[src/rtl/run_sequencer.sv]
// run_sequencer: drives a processor core through NUM_PROGS back-to-back
// programs. Each program gets a one-cycle core reset, a START_CYCLES start
// pulse, then a RUN phase that counts cycles until dut_ack or TIMEOUT. The
// outcome of each program is reported for one cycle and summed into
// total_cycles.
//
// Ports
//   clk            rising-edge clock
//   reset          synchronous active-high reset
//   go             level request to start a full sequence
//   dut_ack        done/ack from the core, honoured only in RUN
//   dut_reset      one-cycle reset pulse to the core
//   dut_start      START_CYCLES-long start pulse to the core
//   prog_id        program currently selected / last reported
//   busy           sequence in progress
//   result_valid   one-cycle report strobe
//   result_cycles  RUN cycle count of the reported program
//   result_timeout reported program ran out of time
//   total_cycles   saturating sum of result_cycles over the sequence
//   done           sequence complete, held until the next sequence starts
//
// state  | meaning
// IDLE   | waiting for go
// RST    | dut_reset asserted for one cycle
// START  | dut_start asserted, counting down START_CYCLES
// RUN    | counting cycles, waiting for dut_ack or TIMEOUT
// REPORT | result_valid asserted, accumulate total, pick next program
// DONE   | sequence complete, waiting for go to drop

module run_sequencer #(
  parameter int START_CYCLES = 2,
  parameter int TIMEOUT      = 4096,
  parameter int NUM_PROGS    = 3
) (
  input  logic        clk,
  input  logic        reset,
  input  logic        go,
  input  logic        dut_ack,
  output logic        dut_reset,
  output logic        dut_start,
  output logic [3:0]  prog_id,
  output logic        busy,
  output logic        result_valid,
  output logic [15:0] result_cycles,
  output logic        result_timeout,
  output logic [19:0] total_cycles,
  output logic        done
);

  typedef enum logic [2:0] {
    S_IDLE, S_RST, S_START, S_RUN, S_REPORT, S_DONE
  } state_t;

  localparam logic [15:0] START_LOAD = 16'(START_CYCLES - 1);
  localparam logic [15:0] TIMEOUT_W  = 16'(TIMEOUT);
  localparam logic [3:0]  LAST_PROG  = 4'(NUM_PROGS - 1);
  localparam logic [19:0] TOTAL_MAX  = '1;

  state_t      state;
  // Shared timer: down-counter in START, up-counter of RUN cycles in RUN.
  logic [15:0] cnt;
  logic [20:0] total_sum;

  assign total_sum = {1'b0, total_cycles} + {5'd0, result_cycles};

  always_ff @(posedge clk) begin
    if (reset) begin
      state          <= S_IDLE;
      cnt            <= '0;
      dut_reset      <= 1'b0;
      dut_start      <= 1'b0;
      prog_id        <= '0;
      busy           <= 1'b0;
      result_valid   <= 1'b0;
      result_cycles  <= '0;
      result_timeout <= 1'b0;
      total_cycles   <= '0;
      done           <= 1'b0;
    end else begin
      // Strobes default low; each state re-asserts what it needs.
      dut_reset    <= 1'b0;
      dut_start    <= 1'b0;
      result_valid <= 1'b0;
      case (state)
        S_IDLE: begin
          if (go) begin
            state        <= S_RST;
            dut_reset    <= 1'b1;
            busy         <= 1'b1;
            prog_id      <= '0;
            total_cycles <= '0;
            done         <= 1'b0;
          end
        end
        S_RST: begin
          state     <= S_START;
          dut_start <= 1'b1;
          cnt       <= START_LOAD;
        end
        S_START: begin
          if (cnt == '0) begin
            state <= S_RUN;
            cnt   <= 16'd1;
          end else begin
            cnt       <= cnt - 16'd1;
            dut_start <= 1'b1;
          end
        end
        S_RUN: begin
          // Ack wins over a simultaneous timeout.
          if (dut_ack) begin
            state          <= S_REPORT;
            result_valid   <= 1'b1;
            result_cycles  <= cnt;
            result_timeout <= 1'b0;
          end else if (cnt == TIMEOUT_W) begin
            state          <= S_REPORT;
            result_valid   <= 1'b1;
            result_cycles  <= TIMEOUT_W;
            result_timeout <= 1'b1;
          end else begin
            cnt <= cnt + 16'd1;
          end
        end
        S_REPORT: begin
          total_cycles <= total_sum[20] ? TOTAL_MAX : total_sum[19:0];
          if (prog_id == LAST_PROG) begin
            state <= S_DONE;
            busy  <= 1'b0;
            done  <= 1'b1;
          end else begin
            state     <= S_RST;
            prog_id   <= prog_id + 4'd1;
            dut_reset <= 1'b1;
          end
        end
        S_DONE: begin
          if (!go) state <= S_IDLE;
        end
        default: state <= S_IDLE;
      endcase
    end
  end

endmodule

[config.mk]
export PLATFORM = sky130hd
export DESIGN_NAME = run_sequencer
export DESIGN_NICKNAME = d
export VERILOG_FILES = /design/src/rtl/run_sequencer.sv
export SDC_FILE = /design/constraint.sdc
export NUM_CORES = 1
export LEC_CHECK = 0
export ABC_CLOCK_PERIOD_IN_PS = 3500
export BUFFER_PORTS_ARGS = -buffer_cell sky130_fd_sc_hd__buf_2
export CELL_PAD_IN_SITES_DETAIL_PLACEMENT = 1
export CELL_PAD_IN_SITES_GLOBAL_PLACEMENT = 1
export CORE_UTILIZATION = 30
export DETAILED_ROUTE_END_ITERATION = 16
export GPL_TIMING_DRIVEN = 0
export PLACE_DENSITY_LB_ADDON = 0.1
export RECOVER_POWER = 100
export SLEW_MARGIN = 40
export SYNTH_ARGS = -nofsm -noshare
export SYNTH_HDL_FRONTEND = slang
export SYNTH_SLANG_ARGS = --single-unit
export TNS_END_PERCENT = 100
[constraint.sdc]
create_clock -name clk -period 3.5 [get_ports clk]
set_input_delay 0 -clock clk [delete_from_list [all_inputs] [get_ports clk]]
set_output_delay 0 -clock clk [all_outputs]
set_load 0.01 [all_outputs]
# Word level (Yosys, flattened, before mapping)
# Index checks and enable logic that the tools add are counted.
# totals
in_bits,4
out_inout_bits,46
reg_bits,65
word_cells,77
# classes
addsub,4
reduce_logical,12
bitwise,1
eq_ne,15
mux,34
# op_table
cell,count
$mux 16,5
$pmux 16 s3,1
$mux 20,2
$pmux 20 s2,1
$add 20x16->21,1
$mux 3,6
$pmux 3 s6,1
$add 16x1->16 const B,1
$eq 16x13->1 const B,1
$logic_not 16->1,1
$sub 16x1->16 const B,1
$ne 2x2->1 const B,7
$mux 1,11
$reduce_and 3->1,3
$mux 4,2
$pmux 1 s2,4
$pmux 4 s2,1
$eq 3x2->1 const B,2
$eq 3x3->1 const B,2
$add 4x1->4 const B,1
$eq 4x2->1 const B,1
$reduce_and 2->1,2
$reduce_and 4->1,1
$reduce_bool 2->1,2
6 further kinds,6

# Longest topological paths before layout
# depth
ltp_word,4
depth_mapped,10
mapped_depth_nobuf,8

# Least setup slack after synthesis
# No wires, ideal clock.
# synth_timing
path_type,reg2reg
startpoint,reg result_cycles[0]
endpoint,reg total_cycles[17]
arrival_ns,2.377
period_less_slack_ns,2.517
stages_incl_launch_ff,9
n_path_buf,0
required_time_ns,3.360
setup_time_ns,0.140
path_slack_ns,0.983
cell_sequence,dfxtp_1 -> ha_1 -> fa_1 -> a211oi_1 -> o21ai_1 -> a221oi_2 -> o22ai_1 -> nor2_2 -> a221oi_1
# synth_between
elab_chain_len,3
# synth_rtl
item,line_no,rtl
from (decl),44,"output logic [15:0] result_cycles,"
from (signal assigned),114,result_cycles <= cnt;
$add 20x16->21,64,"assign total_sum = {1'b0, total_cycles} + {5'd0, result_cycles};"
$mux 20,126,total_cycles <= total_sum[20] ? TOTAL_MAX : total_sum[19:0];
$pmux 20 s2,84,case (state)
to (signal assigned),126,
to (decl),46,"output logic [19:0] total_cycles,"
# Every way passes these cells.
# A chain may end at the register's enable or synchronous reset.

# Worst setup path after layout
# layout_timing
startpoint,reg cnt[0]
endpoint,reg cnt[12]
# layout_between
elab_chain_len,4
elab_cells_between_ends,10
cone_classes,2 x add/sub; 2 x eq/ne; 4 x mux; 2 x reduce/logical
# layout_rtl
item,line_no,rtl
from (decl),61,logic [15:0] cnt;
from (signal assigned),105,cnt <= cnt - 16'd1;
from (signal assigned),122,cnt <= cnt + 16'd1;
$add 16x1->16,122,
$mux 16,116,end else if (cnt == TIMEOUT_W) begin
$mux 16,111,if (dut_ack) begin
$pmux 16 s3,84,
# Parallel ways exist; a longest one is shown, timed or not. The select of a mux whose other input is x is not followed.

==> out/qor.yml <==
clock_network:
  post-cts-setup-buffers: 0
  clock_sinks: 65
  post_cts_resized: 0
  tritoncts: "done"
  clk_pin_slew_worst_paths_ns: 0.06
  clk_latency_ns: 0.34
  cts_buffers: 9
  holdBufCountCts: 0
  cts_htree_levels: 3
  max-clock-path-buffers: 2
  cts-root-buf: "clkbuf_16"
synthesis:
  syn-instance-count: 511
  async_flop_share_pct: 0
  avgSynthCellArea_um2: 8.05
  yosysMostFrequentCell: "dfxtp_1"
  synth_area_leaders: "dfxtp_1 (32%), ha_1 (6.4%), a21oi_1 (5.4%), nor2_1 (4.4%), o21ai_0 (3.8%)"
  synth-seq-cells: 65
  ys_types: 62
  synth_top_area_cell: "dfxtp_1"
  synth_edf_count: 0
  syn_area_mm2: 0.00411
  yosysWarnings: 0
  synth_nets: 537
  ys_top_cells_by_count: "dfxtp_1 (65), nor2_1 (48), a21oi_1 (44)"
  ys.flop_type: "dfxtp_1"
  yosysSeqAreaShare_pct: 31.6
  yosys.area.top_type_share_pct: 31.6
cells_and_area:
  regArea_mm2: 0.00130
  fillers: 1643
  multi_input_area_mm2: 0.00264
  drive_above_1_share_pct: 6.43
  finish.utilization_pct: 36.1
  final_nets: 597
  diodes: 0
  final_cells: 751
  areaGrowthSynthToFinish_pct: 16.6
sta:
  fin_ws_ns: 0.231
  hold_viol: 0
  fin_crit_ns: 3.27
  fin_crit_sh_pct: 93.4
  relSlewSlack_pct: 36.2
  max_freq_ghz: 0.306
  fin_skew_ns: 0.00500
  final-setup-viol-count: 0
  tns_ns: 0
  rsz0062_at_grt: "no"
  final_max_slew_viol_count: 0
  worst_pin_slew_ns: 0.947
placement:
  routabilityCongestion: 0.855
  placed_cells: 736
  io_buffers: 49
  hpwlAfterDp_mm: 11.4
  place_ws_ns: 0.347
pwr:
  power_density_mw_per_mm2: 437
  internal-power_mw: 1.45
  swShare_pct: 31.0
  clockPowerShare_pct: 42.5
  ir_drop_v: 0.000236
  p_switching_uw: 650
  comb_power_share_pct: 19.6
  power_frac_seq_pct: 38.0
  power_leakage_nw: 1.74
floorplanning:
  initial_core_util_pct: 30.9
  rows: 42
  die_y_um: 119
  die-area_mm2: 0.0142
  fp.dieW_um: 119
  core_area_mm2: 0.0133
  pin_count: 50
grt:
  grt_pass1_vias: 4305
  grt_usage_pct: 22.3
  gr-max-usage-layer: "met2"
  grt_max_degree: 11
  use_met1_pct: 28.1
  grt_use_met3_pct: 3.30
  use_met2_pct: 37.3
  gr-total-overflow: 0
  antenna_found_initial: 0
  grt_first_pass_wirelength_mm: 24.2
worst_setup_path:
  cp.arrival_ns: 3.50
  cpMaxStageDelayCell: "clkbuf_1"
  cp-start-kind: "flip-flop"
  path_cells: "clkbuf_1 > inv_1 > ha_1 > nor4b_1 > and3_1 > a31o_1 > a21oi_1 > clkbuf_1 > o21ai_0 > a22o_1"
  cpPeakStageDelay_ns: 0.48
  required_ns: 3.73
  path_common_cell: "clkbuf_1"
  crit_type: "reg -> reg"
  endpoint_kind: "flip-flop"
  r2r_cells: 10
  cp_max_fo: 10
outcome:
  status: "complete, no violations"
detailed_routing:
  drtAntennaViolNets: 0
  drc: 0
  drt_iter0_drc: 228
  vias_per_cell: 5.71
  first_pass_iters: 5
  vias: 4290
  finalWirelength_mm: 15.3
  wl_per_cell_um: 20.4
worst_hold_path:
  hold_class: "in -> reg"
  min_path_cells: 4
run:
  maxCapViolations: 0
-- logic make-up after synthesis --
group           share of synthesized area [%]
buf+inv                                  4.26
mux                                      1.06
xor+xnor                                 3.62
simple gates                             20.2
flops                                    31.6
fa+ha+maj                                7.12
compound gates                           32.1
-- routing by layer --
layer / up-vias / share of wire, % / wire length, µm
li1: 2068 / - / -
met1: 2114 / 46 / 7050
met2: 84 / 48 / 7350
met3: 24 / 3.2 / 494
met4: 0 / 2.6 / 397
met5: - / 0 / 0
-- area by class of cell --
class / instances / area share (%)
multi-input cells: 402 / 55.1
flip-flops and latches: 65 / 27.1
clock buffers: 11 / 4.85
well taps: 176 / 4.59
repair buffers: 49 / 3.91
plain buffers: 32 / 2.56
clock inverters: 4 / 0.939
inverters: 12 / 0.939
-- critical path: cells and delay by family, from the launching register on --
kind                       cells  cell delay, ns
AOI/OAI and AO/OA              4            1.10
adders and majority gates      1            0.27
buffers and inverters          3            1.04
DFF                            1            0.34
and+or+nand+nor                2            0.41
-- metrics by stage --
stage	area (µm²)	total power, mW	hold WS [ns]
after floorplan	4110	1.09	0.246
after global placement	4580	1.21	0.395
after detailed placement	4590	1.22	0.396
after CTS	4860	2.12	0.0808
after global routing	4800	2.20	0.127
final	4800	2.10	0.0905
-- layout by cell type, fill, tap and decap left out, types with 9 or more instances in the layout --
cell type | synthesis | layout
and3_1 | 9 | 9
ha_1 | 21 | 21
nand2_1 | 33 | 33
a22oi_1 | 15 | 15
clkbuf_16 | 0 | 9
a21oi_1 | 44 | 44
nor2_1 | 48 | 48
nor3_1 | 18 | 18
clkbuf_1 | 27 | 77
o21ai_0 | 31 | 34
nand3_1 | 15 | 15
a211oi_1 | 14 | 14
xnor2_1 | 12 | 12
dfxtp_1 | 65 | 65
a21o_1 | 13 | 13
inv_1 | 12 | 12
a31oi_1 | 9 | 9
-- worst paths after layout --
check / end / from / slack (ns)
worst min register to register: busy / busy / 0.49
worst max-delay path: cnt[12] / cnt[0] / 0.23
worst max register to register: cnt[12] / cnt[0] / 0.23
worst min-delay path: state[1] / dut_ack / 0.09
-- power by group through the flow --
stage	registers, mW	clock network (mW)	logic, mW
final	0.796	0.891	0.411
after global routing	0.801	0.945	0.450
after CTS	0.795	0.910	0.414
after detailed placement	0.812	0	0.413
after global placement	0.810	0	0.404
after floorplan	0.804	0	0.284
-- flip-flops by register name, indices dropped and copies added, names as in the netlist --
register and count:
done 1, dut_start 1, busy 1, prog_id 4, total_cycles 20, result_valid 1
result_timeout 1, dut_reset 1, cnt 16, state 3, result_cycles 16
Note: power is estimated with default switching activity, not from simulation.
